<file path="src/rtl/exp_align_serializer.sv">
// exp_align_serializer
// Captures one group of nine FP16 product lanes plus the group max exponent,
// then streams each lane right-aligned to the max exponent (with guard bits
// and a sticky bit) one per cycle over a valid/ready handshake.

module exp_align_serializer #(
    parameter int EXP_W = 6,
    parameter int SIG_W = 22,
    parameter int GRD_W = 3,
    parameter int ALN_W = SIG_W + GRD_W
) (
    input  logic                 clk,
    input  logic                 rst,
    input  logic                 in_valid,
    output logic                 in_ready,
    input  logic [8:0]           skip,
    input  logic [EXP_W-1:0]     max_exp,
    input  logic [9*EXP_W-1:0]   exp_bus,
    input  logic [9*SIG_W-1:0]   sig_bus,
    output logic                 out_valid,
    input  logic                 out_ready,
    output logic [ALN_W-1:0]     out_sig,
    output logic                 out_sticky,
    output logic [3:0]           out_idx,
    output logic                 out_last,
    output logic                 out_err
);

    localparam int LANES = 9;
    localparam logic [3:0] LAST_IDX = 4'd8;

    typedef enum logic [0:0] {
        IDLE  = 1'b0,
        SHIFT = 1'b1
    } state_t;

    state_t state_q;
    state_t state_d;
    logic [3:0] idx_q;
    logic [3:0] idx_d;

    // Captured group, stored per lane in lane order (lane 0 = first product)
    logic             cap_skip [LANES];
    logic [EXP_W-1:0] cap_exp  [LANES];
    logic [SIG_W-1:0] cap_sig  [LANES];
    logic [EXP_W-1:0] cap_max;

    // Unpacked view of the incoming buses
    logic             in_skip  [LANES];
    logic [EXP_W-1:0] in_exp   [LANES];
    logic [SIG_W-1:0] in_sig   [LANES];

    logic accept;

    // Currently selected lane and its alignment results
    logic             lane_skip;
    logic [EXP_W-1:0] lane_exp;
    logic [SIG_W-1:0] lane_sig;
    logic             lane_err;
    logic [EXP_W-1:0] shamt;
    logic [ALN_W-1:0] ext;
    logic [ALN_W-1:0] lost_mask;
    logic [ALN_W-1:0] aligned;
    logic             aligned_sticky;

    assign accept = in_valid && (state_q == IDLE);

    // Split the packed buses into lanes; the MSB-most slice belongs to lane 0
    always_comb begin
        for (int k = 0; k < LANES; k++) begin
            in_skip[k] = skip[LANES-1-k];
            in_exp[k]  = exp_bus[(LANES-1-k)*EXP_W +: EXP_W];
            in_sig[k]  = sig_bus[(LANES-1-k)*SIG_W +: SIG_W];
        end
    end

    // Group capture registers, loaded only when a group is accepted in IDLE
    always_ff @(posedge clk or posedge rst) begin
        if (rst) begin
            cap_max <= '0;
            for (int k = 0; k < LANES; k++) begin
                cap_skip[k] <= 1'b0;
                cap_exp[k]  <= '0;
                cap_sig[k]  <= '0;
            end
        end else if (accept) begin
            cap_max <= max_exp;
            for (int k = 0; k < LANES; k++) begin
                cap_skip[k] <= in_skip[k];
                cap_exp[k]  <= in_exp[k];
                cap_sig[k]  <= in_sig[k];
            end
        end
    end

    // State and lane index registers
    always_ff @(posedge clk or posedge rst) begin
        if (rst) begin
            state_q <= IDLE;
            idx_q   <= '0;
        end else begin
            state_q <= state_d;
            idx_q   <= idx_d;
        end
    end

    // Next-state logic: accept a group in IDLE, walk lanes 0..8 in SHIFT
    always_comb begin
        state_d = state_q;
        idx_d   = idx_q;
        case (state_q)
            IDLE: begin
                idx_d = '0;
                if (in_valid) begin
                    state_d = SHIFT;
                end
            end
            SHIFT: begin
                if (out_ready) begin
                    if (idx_q == LAST_IDX) begin
                        state_d = IDLE;
                        idx_d   = '0;
                    end else begin
                        idx_d = idx_q + 4'd1;
                    end
                end
            end
            default: begin
                state_d = IDLE;
                idx_d   = '0;
            end
        endcase
    end

    // Select the captured lane addressed by the current index
    always_comb begin
        lane_skip = 1'b0;
        lane_exp  = '0;
        lane_sig  = '0;
        for (int k = 0; k < LANES; k++) begin
            if (idx_q == 4'(k)) begin
                lane_skip = cap_skip[k];
                lane_exp  = cap_exp[k];
                lane_sig  = cap_sig[k];
            end
        end
    end

    // Right-align the selected significand and collect the bits shifted out
    always_comb begin
        lane_err       = (lane_exp > cap_max);
        shamt          = lane_err ? '0 : (cap_max - lane_exp);
        ext            = {lane_sig, {GRD_W{1'b0}}};
        lost_mask      = '0;
        aligned        = '0;
        aligned_sticky = 1'b0;
        if (shamt < EXP_W'(ALN_W)) begin
            lost_mask      = ~({ALN_W{1'b1}} << shamt);
            aligned        = ext >> shamt;
            aligned_sticky = |(ext & lost_mask);
        end else begin
            aligned        = '0;
            aligned_sticky = |lane_sig;
        end
    end

    // Output decode from registered state only; IDLE presents zeros
    always_comb begin
        in_ready   = 1'b0;
        out_valid  = 1'b0;
        out_sig    = '0;
        out_sticky = 1'b0;
        out_err    = 1'b0;
        out_last   = 1'b0;
        out_idx    = idx_q;
        case (state_q)
            IDLE: begin
                in_ready = 1'b1;
            end
            SHIFT: begin
                out_valid = 1'b1;
                out_last  = (idx_q == LAST_IDX);
                if (!lane_skip) begin
                    out_sig    = aligned;
                    out_sticky = aligned_sticky;
                    out_err    = lane_err;
                end
            end
            default: begin
                in_ready = 1'b0;
            end
        endcase
    end

endmodule

</file>
<file path="config.mk">
export PLATFORM = sky130hd
export DESIGN_NAME = exp_align_serializer
export DESIGN_NICKNAME = d
export VERILOG_FILES = /design/src/rtl/exp_align_serializer.sv
export SDC_FILE = /design/constraint.sdc
export NUM_CORES = 1
export LEC_CHECK = 0
export CORE_ASPECT_RATIO = 0.5
export CORE_MARGIN = 3
export CORE_UTILIZATION = 58
export CTS_BUF_LIST = sky130_fd_sc_hd__clkbuf_8
export DETAILED_ROUTE_END_ITERATION = 16
export PLACE_DENSITY = 0.89
export SYNTH_ARGS = -nofsm -noshare
export SYNTH_HDL_FRONTEND = slang
export SYNTH_SLANG_ARGS = --single-unit
</file>
<file path="constraint.sdc">
create_clock -name clk -period 21.3 [get_ports clk]
set_clock_uncertainty 0.15 [all_clocks]
set_input_delay 4.26 -clock clk [delete_from_list [all_inputs] [get_ports clk]]
set_output_delay 4.26 -clock clk [all_outputs]
set_load 0.02 [all_outputs]
</file>
# Word level (Yosys, flattened, before mapping)
# Index checks and enable logic that the tools add are counted.
# Widths: inputs -> output; s select.
[totals]
regBits = 272
input_bits = 271
output_inout_bits = 34
word_cells = 98
[classes]
add_sub_neg = 2
n_lt_le_gt_ge = 2
eq_ne = 9
shift = 2
n_mux = 46
bitwise = 3
n_reduce_logical = 4
[op_table]
columns = ["op", "n"]
rows = [
  ["$mux 22", 9],
  ["$mux 25", 3],
  ["$mux 6", 10],
  ["$and 25x25->25", 1],
  ["$not 25->25", 1],
  ["$reduce_or 25->1", 1],
  ["$shl 25x6->25 const A", 1],
  ["$shr 25x6->25", 1],
  ["$reduce_or 22->1", 1],
  ["$mux 1", 20],
  ["$eq 4x3->1 const B", 4],
  ["$eq 4x2->1 const B", 2],
  ["$mux 4", 2],
  ["$pmux 4 s2", 1],
  ["$gt 6x6->1", 1],
  ["$lt 6x5->1 const B", 1],
  ["$sub 6x6->6", 1],
  ["$add 4x1->4 const B", 1],
  ["$eq 4x1->1 const B", 1],
  ["$eq 4x4->1 const B", 1],
  ["$logic_not 4->1", 1],
  ["$ne 2x2->1 const B", 1],
  ["$pmux 1 s2", 1],
  ["$logic_and 1x1->1", 1],
  ["$not 1->1", 1],
]

# Logic depth before layout (Yosys ltp)
# Gate-level depths: netlist (run 1).
[depth]
word_depth = 19
depth_mapped = 27
mapped_depth_nobuf = 22

# Worst setup path after synthesis (run 1)
# Ideal clock, no wire load.
[synth_path]
path_type = "register to output"
startpoint = "register idx_q[0] (netlist: out_idx[0])"
endpoint = "output out_sig[14]"
arrival_time_ps = 5117
t_required_ps = 16890
setup_slack_ps = 11773
stages_incl_launch_ff = 26
path_buffers = 5
path_cell_list = "dfrtp_1 -> inv_1 -> ha_1 -> buf_2 -> buf_2 -> buf_1 -> nor4b_2 -> a22oi_1 -> nor2_1 -> a21oi_1 -> o211ai_1 -> o211ai_1 -> nand3_1 -> o21ai_0 -> nand2_1 -> ha_1 -> fa_1 -> and2b_1 -> o2111ai_1 -> a21oi_1 -> buf_2 -> buf_2 -> o21ai_0 -> o22ai_1 -> mux2i_1 -> a211oi_1"
[synth_between]
elab_chain_cells = 16
elab_cells_between_ends = 44
classes_between = "add/sub: 1; order compare: 2; eq/ne: 8; shift: 1; mux: 31; reduce/logical: 1"
[synth_lines]
columns = ["element", "line", "text"]
rows = [
  ["from (decl)", "39", "logic [3:0] idx_q;"],
  ["from (signal assigned)", "103", "idx_q <= idx_d;"],
  ["$logic_not 4->1", "141", "if (idx_q == 4'(k)) begin"],
  ["$mux 6 (9 in a row)", "141", ""],
  ["$sub 6x6->6 / $gt 6x6->1 (equally long branches)", "152, 151", ""],
  ["$mux 6", "152", "shamt = lane_err ? '0 : (cap_max - lane_exp);"],
  ["$shr 25x6->25 / $lt 6x5->1 (equally long branches)", "159, 157", ""],
  ["$mux 25", "157", "if (shamt < EXP_W'(ALN_W)) begin"],
  ["$mux 25 (*)", "183", "if (!lane_skip) begin"],
  ["$mux 25 (*)", "176", "case (state_q)"],
  ["to (decl)", "22", "output logic [ALN_W-1:0] out_sig,"],
]
# Mark *: on every way between the ends. The rest lies on a longest branch, timed or not.

# Worst setup path after layout (run 1)
[layout_path]
startpoint = "register idx_q[0] (netlist: out_idx[0])"
endpoint = "output out_sig[1]"
# Same word-level chain as after synthesis.

==> key figures, run 1 <==
Critical path
  • Startpoint Class: flop
  • Critical path type: reg -> out
  • Critical path arrival: between 7 and 8 ns
  • Critical Path Sink Type: primary output
  • R2R Path Start: state_q
  • FF-to-FF path depth: 4
  • CP Data Required Time: around 17 ns
  • RR Endpoint: cap_sig[54]
  • Flop2flop setup slack: 17.23 ns
  • Crit Path Max Fanout: 23

Drt
  • Drt first pass iters: 8
  • Total wire length: between 50000 and 60000 um
  • Routed len/inst: about 26 um
  • Post-DR vias/cell: 6.65
  • Antenna Violating Nets Remaining: 0
  • Drt drc: 0
  • Detailed Route Iter0 Violations: ~1800
  • Via count: ~13000

Final layout
  • Area taken by flip-flops and latches: between 0.006 and 0.007 sq mm
  • Area of the multi-input gates: around 0.0075 sq mm
  • Commonest non-fill, non-tap cell in the layout: clkdlybuf4s50_1
  • Synth-to-layout area growth: 26.2%
  • Layout cell share with drive strength beyond 1: 0.222
  • Core Util, Final: 0.765
  • Fillers: 1569
  • Final net count: between 1500 and 2000
  • Commonest non-fill, non-tap cells in the layout: clkdlybuf4s50_1, dfrtp_1, mux2_2, nand2_1, a21oi_1

Floorplan
  • Ports: 305
  • Total die area: ~0.028 sq mm
  • Die Y: 120 um
  • Initial Utilization: 0.606
  • Core area: between 0.02 and 0.025 sq mm
  • Die X: about 230 um
  • Rows: 40

Global routing
  • Initial antenna violation count: 4
  • GRT overflow: 0
  • Vias in the first global route: ~13000
  • Largest net degree at the start of global routing: around 140
  • Gr usage total: 0.375
  • First-pass GRT wire length: around 80000 um

Yosys
  • Synth Flop Type: dfrtp_1
  • Seq cells post-synth: about 270
  • Simple-gate share of the synthesized area: 0.107
  • Mux share of post-synthesis cell area: 0.199
  • Syn_nets: ~1700
  • Syn. warnings: 0
  • Async SR Flop Fraction: 1.00
  • Post-Synthesis Cells: 1396
  • Yosys cell types: 97
  • Sequential fraction of the synthesis area: 0.455
  • Post-synth EDFFs: 0
  • Xor/xnor share of the synthesized area: 0.00117
  • Netlist Area Pre-Place: ~0.015 sq mm
  • Post-synthesis compound-gate area fraction: 0.183
  • Mean post-synth cell area: about 11 sq um
  • Adder-cell share of the synthesized area: 0.00970
  • Largest family of logic cells by synthesized area: multiplexers

CTS
  • CTS Hold Buffers Added: 0
  • CTS tree: yes
  • Num CTS Buffers: 39
  • Post-CTS setup buffers: 0
  • Clk buf depth: 3
  • Later-pin clock latency in the skew report: around 0.6 ns
  • Post-CTS sizing: 0
  • Clk slew on worst S/H paths: roughly 0.07 ns
  • Htree depth: 2
  • # clock sinks: about 270
  • CTS Root Cell: clkbuf_8

Worst hold path
  • Hold Path Sink: cap_sig[77]
  • HP Start: cap_sig[77]
  • Worst Hold Class: reg -> reg
  • WHS Path Cells: 1

Timing
  • Fin crit share: 0.568
  • Max frequency: a little over 0.08 GHz
  • Period minus WS final: 12.10 ns
  • Final Hold Fails: 0
  • Setup TNS: 0 ns
  • Slew HR: 0.147
  • RSZ-0062 raised after global routing: false
  • Setup violators final: 0
  • Setup WS post-layout: 9.20 ns
  • Slew @ Worst Pin: around 1.3 ns
  • Slew Limit Fails: 0

Status
  • Run status: finished, final reports clean

Placed design
  • GPL Wtd Cong: 0.946
  • Buffers added on ports: 304
  • DP HPWL: around 38000 um
  • Pre-CTS setup slack: 10.02 ns

Job
  • Max-cap viol count: 0
## logic make-up (layout without fill, tap and decap cells)
family / Yosys count / after routing
flip-flops: 272 / 272
adder cells (fa/ha/maj): 11 / 11
other: 0 / 2
AO/OA/AOI/OAI: 385 / 385
multiplexers: 265 / 265
XOR/XNOR: 2 / 2
buffers and inverters: 149 / 425
AND/OR/NAND/NOR: 312 / 312
## per-stage QoR
stage | hold slack, ns | instances | instance area [sq um]
2_1_floorplan | 0.322 | 1396 | 15000
3_3_place_gp | 0.331 | 1942 | 18100
3_5_place_dp | 0.336 | 1942 | 18100
4_1_cts | 0.351 | 2008 | 18900
5_1_grt | 0.360 | 2010 | 18900
6_report | 0.351 | 2010 | 18900
## per-layer routing
layer  up-vias  routed length [um]  track usage
met1      6686               21700        0.530
met5         -                  11            0
met3       157                5380       0.0878
met2       828               23900        0.571
met4         2                2050        0.135
li1       5695                   -            -
## flip-flops by register name, summed over array words and instances (netlist names)
name,count
out_idx,4
cap_max,6
cap_exp,54
cap_sig,198
state_q,1
cap_skip,9
## worst max path at each step
stage	start	end	slack, ns	cells past startpoint
global route	out_idx[0]	out_sig[1]	8.63	23
finish	out_idx[0]	out_sig[1]	9.20	23
detailed placement	out_idx[0]	out_sig[1]	10.02	23
floorplan	rst	cap_exp[0]	9.39	1
CTS	out_idx[0]	out_sig[1]	9.34	23
global placement	out_idx[0]	out_sig[1]	10.25	23
## layout make-up
class | count | share of cell area
Clock buffer | 45 | 0.0328
Clock inverter | 21 | 0.0101
Inverter | 34 | 0.00716
Timing Repair Buffer | 325 | 0.170
Sequential cell | 272 | 0.361
Multi-Input combinational cell | 975 | 0.397
Tap cell | 336 | 0.0223
Antenna cell | 2 | 0.000265
## synth_stat cells, types with 8 or more instances
cell,count,area share
o221ai_1,9,0.0053
a221oi_1,18,0.011
dfrtp_1,272,0.45
mux2i_1,16,0.011
a221o_1,9,0.0060
o21ai_1,14,0.0047
a22oi_1,14,0.0070
buf_1,9,0.0023
nand2_1,98,0.025
o22ai_1,20,0.0084
o21ai_0,54,0.018
mux2_2,248,0.19
nor3_1,18,0.0060
nand3b_1,26,0.013
a32oi_1,10,0.0059
o31ai_1,8,0.0040
nand3_1,23,0.0077
a211oi_1,14,0.0070
ha_1,10,0.0084
clkbuf_1,53,0.013
o22a_1,13,0.0076
and2_1,10,0.0042
buf_2,39,0.013
nor2b_1,10,0.0042
buf_4,10,0.0050
a31oi_1,12,0.0050
a21oi_1,93,0.031
nor2_1,69,0.017
o211ai_1,19,0.0095
inv_1,31,0.0078
nand2b_1,17,0.0071
## worst max-delay path: stages, from the launching register on
cell	delay [ns]
dfrtp_1	0.45
inv_1	0.16
ha_2	0.20
inv_1	0.22
nor3_1	0.95
nor2_1	0.12
a21oi_1	0.17
o211ai_1	0.11
o211ai_1	0.21
nand3_1	0.13
o21ai_0	0.14
nand2_1	0.10
ha_1	0.23
fa_1	0.47
and2b_1	0.32
o2111ai_1	0.23
a21oi_2	0.90
nand2_1	0.34
o22ai_1	0.20
a21oi_1	0.10
and3_1	0.21
a211oi_1	0.37
o221ai_1	0.19
clkdlybuf4s50_1	0.57
Power of run 1 is left out: the tool's default activity adds up to more than one toggle a clock period on the data nets, which glitch-free logic cannot reach.
==> inputs of run 2 (changes only) <==
--- a/config.mk
+++ b/config.mk
@@ -7,10 +7,10 @@
 export LEC_CHECK = 0
 export CORE_ASPECT_RATIO = 0.5
 export CORE_MARGIN = 3
-export CORE_UTILIZATION = 58
+export CORE_UTILIZATION = 54
 export CTS_BUF_LIST = sky130_fd_sc_hd__clkbuf_8
 export DETAILED_ROUTE_END_ITERATION = 16
-export PLACE_DENSITY = 0.89
+export PLACE_DENSITY = 0.83
 export SYNTH_ARGS = -nofsm -noshare
 export SYNTH_HDL_FRONTEND = slang
 export SYNTH_SLANG_ARGS = --single-unit
==> constraint.sdc (replaced) <==
create_clock -name clk -period 12.7 [get_ports clk]
set_clock_uncertainty 0.15 [all_clocks]
set_input_delay 2.54 -clock clk [delete_from_list [all_inputs] [get_ports clk]]
set_output_delay 2.54 -clock clk [all_outputs]
set_load 0.02 [all_outputs]
==> run 2 against run 1 <==
Against the previous run:
- die area grew 7.1%
- hold slack is essentially flat
- final area grew 0.22%
- core utilization shrank 6.1 points
- non-clock buffer count is the same
- via count shrank 1.7%
- register-to-register slack lost 7.6 ns
==> key figures, run 2 (synthesis results as in run 1) <==
Status
  • Run status: finished, final reports clean

Drt
  • Routed met3 length: 4880 um (-9.3%)
  • Antenna Violating Nets Remaining: 0 (unchanged)
  • Drt drc: 0 (unchanged)
  • Drt first pass iters: 6 (-2)
  • Total wire length: 52200 um (-1.6%)
  • Via count: 13100 (-1.7%)
  • Detailed Route Iter0 Violations: 1448 (-20%)
  • Routed len/inst: 25.4 um (-3.7%)
  • Routed length on met1: 21800 um (+0.34%)
  • Top routing layer used: met5
  • Met2 wire len: 23700 um (-0.70%)
  • Post-DR vias/cell: 6.40 (-3.8%)

Timing
  • Slew HR: 0.268 (+0.121)
  • Fin crit share: 0.806
  • Slew @ Worst Pin: 1.09 ns (-0.187 ns)
  • RSZ-0062 raised after global routing: false
  • Slew Limit Fails: 0 (unchanged)
  • Setup TNS: 0 ns (unchanged)
  • Setup violators final: 0 (unchanged)
  • Max frequency: around 0.098 GHz
  • Final Hold Fails: 0 (unchanged)
  • Period minus WS final: around 10 ns

Critical path
  • Critical path type: reg -> out
  • Crit Path Max Fanout: 15 (-35%)
  • Worst path max stage delay: 0.91 ns (-0.04 ns)
  • Critical path arrival: 7.54 ns (-0.15 ns)
  • CP Buf/Inv Count: 3 (unchanged)
  • CP Cell Sequence: inv_1 > ha_2 > inv_1 > nor3_1 > nor2_1 > a21oi_1 > o211ai_1 > o211ai_1 > a21oi_1 > a221oi_1 > ha_1 > or2_2 > a31oi_2 > and2_1 > nor4_1 > nand2b_1 > nand2b_4 > nor4_1 > a31oi_1 > o221ai_1 > clkdlybuf4s50_1
  • Startpoint Class: flop
  • CP Data Required Time: 10.01 ns (-6.88 ns)
  • Family with the most delay on the worst path: simple AND/OR/NAND/NOR gates
  • CP max stage cell: nor3_1
  • Critical Path Sink Type: primary output

CTS
  • # clock sinks: 272 (unchanged)
  • Clk slew on worst S/H paths: 0.08 ns (about the same)
  • Num CTS Buffers: 40 (+2.6%)
  • Later-pin clock latency in the skew report: 0.56 ns (-0.04 ns)
  • CTS Hold Buffers Added: 0 (unchanged)
  • CTS tree: yes
  • Clk buf depth: 3 (unchanged)
  • Post-CTS sizing: 0 (unchanged)
  • Htree depth: 2 (unchanged)
  • CTS Root Cell: clkbuf_8
  • Post-CTS setup buffers: 0 (unchanged)

Job
  • Max-cap viol count: 0 (unchanged)

Floorplan
  • Die X: 241 um (+3.5%)
  • Core area: 0.0269 sq mm (+8.8%)
  • Ports: 305 (unchanged)
  • Rows: 42 (+5.0%)
  • Initial Utilization: 0.557 (-0.0492)
  • Total die area: 0.0299 sq mm (+7.1%)
  • Die Y: 124 um (+3.5%)

Final layout
  • Final instance area: 0.0189 sq mm (+0.22%)
  • Area of the multi-input gates: 0.00750 sq mm (about the same)
  • Fillers: 1922 (+22%)
  • Register with the most flip-flops: cap_sig
  • Max reg flops: 198 (unchanged)
  • Leading registers by flop count: cap_sig (198), cap_exp (54), cap_skip (9)
  • Area taken by flip-flops and latches: 0.00681 sq mm (unchanged)
  • Final net count: 1930 (+0.052%)
  • Commonest non-fill, non-tap cell in the layout: clkdlybuf4s50_1
  • Commonest non-fill, non-tap cells in the layout: clkdlybuf4s50_1, dfrtp_1, mux2_2, nand2_1, a21oi_1
  • Synth-to-layout area growth: 26.5%
  • Layout cell share with drive strength beyond 1: 0.223 (+0.00113)

Global routing
  • Gr usage total: 0.344 (-0.0319)
  • First-pass GRT wire length: 78400 um (-2.2%)
  • Largest net degree at the start of global routing: 148 (+4.2%)
  • Initial antenna violation count: 4 (unchanged)
  • GRT overflow: 0 (unchanged)
  • Vias in the first global route: 12900 (-3.0%)

Placed design
  • Placement Cell Area: 0.0181 sq mm (+0.24%)
  • Buffers added on ports: 304 (unchanged)
  • DP HPWL: 37900 um (+0.69%)
  • GPL Wtd Cong: 0.961 (+1.5%)

Worst hold path
  • Worst Hold Class: reg -> reg
==> run 2: path summary, 6_finish.rpt <==
kind                                 to  slack [ns]         start  cells past startpoint
min in group asynchronous  cap_sig[190]        2.36           rst                      2
max                          out_sig[2]        2.47    out_idx[0]                     21
max in group asynchronous  cap_sig[114]        8.47           rst                      3
max reg2reg                 cap_sig[82]        9.67       state_q                      4
min reg2reg                cap_sig[144]        0.35  cap_sig[144]                      1
min                        cap_sig[144]        0.35  cap_sig[144]                      1
==> run 2: through the flow <==
stage / std cells / hold WS, ns / setup slack [ns] / utilization
5_1_grt: 2054 / 0.360 / 1.95 / 0.705
6_report: 2055 / 0.351 / 2.47 / 0.705
4_1_cts: 2051 / 0.352 / 2.63 / 0.704
3_5_place_dp: 1980 / 0.337 / 3.22 / 0.674
3_3_place_gp: 1980 / 0.332 / 3.43 / 0.674
2_1_floorplan: 1396 / 0.322 / 2.51 / -
==> run 2: area by class of cell <==
class,count,share of cell area
antenna,4,0.000529
sequential,272,0.360
inverter,34,0.00714
multi-input combinational,975,0.396
clock buffer,48,0.0349
tap,374,0.0247
clock inverter,23,0.00754
timing repair buffer,325,0.169
==> run 2: per-layer routing <==
metal / vias up / track usage
li1: 5709 / -
met1: 6581 / 0.490
met2: 718 / 0.529
met3: 133 / 0.0686
met4: 2 / 0.117
met5: - / 0
Power of run 2 is left out for the same reason.
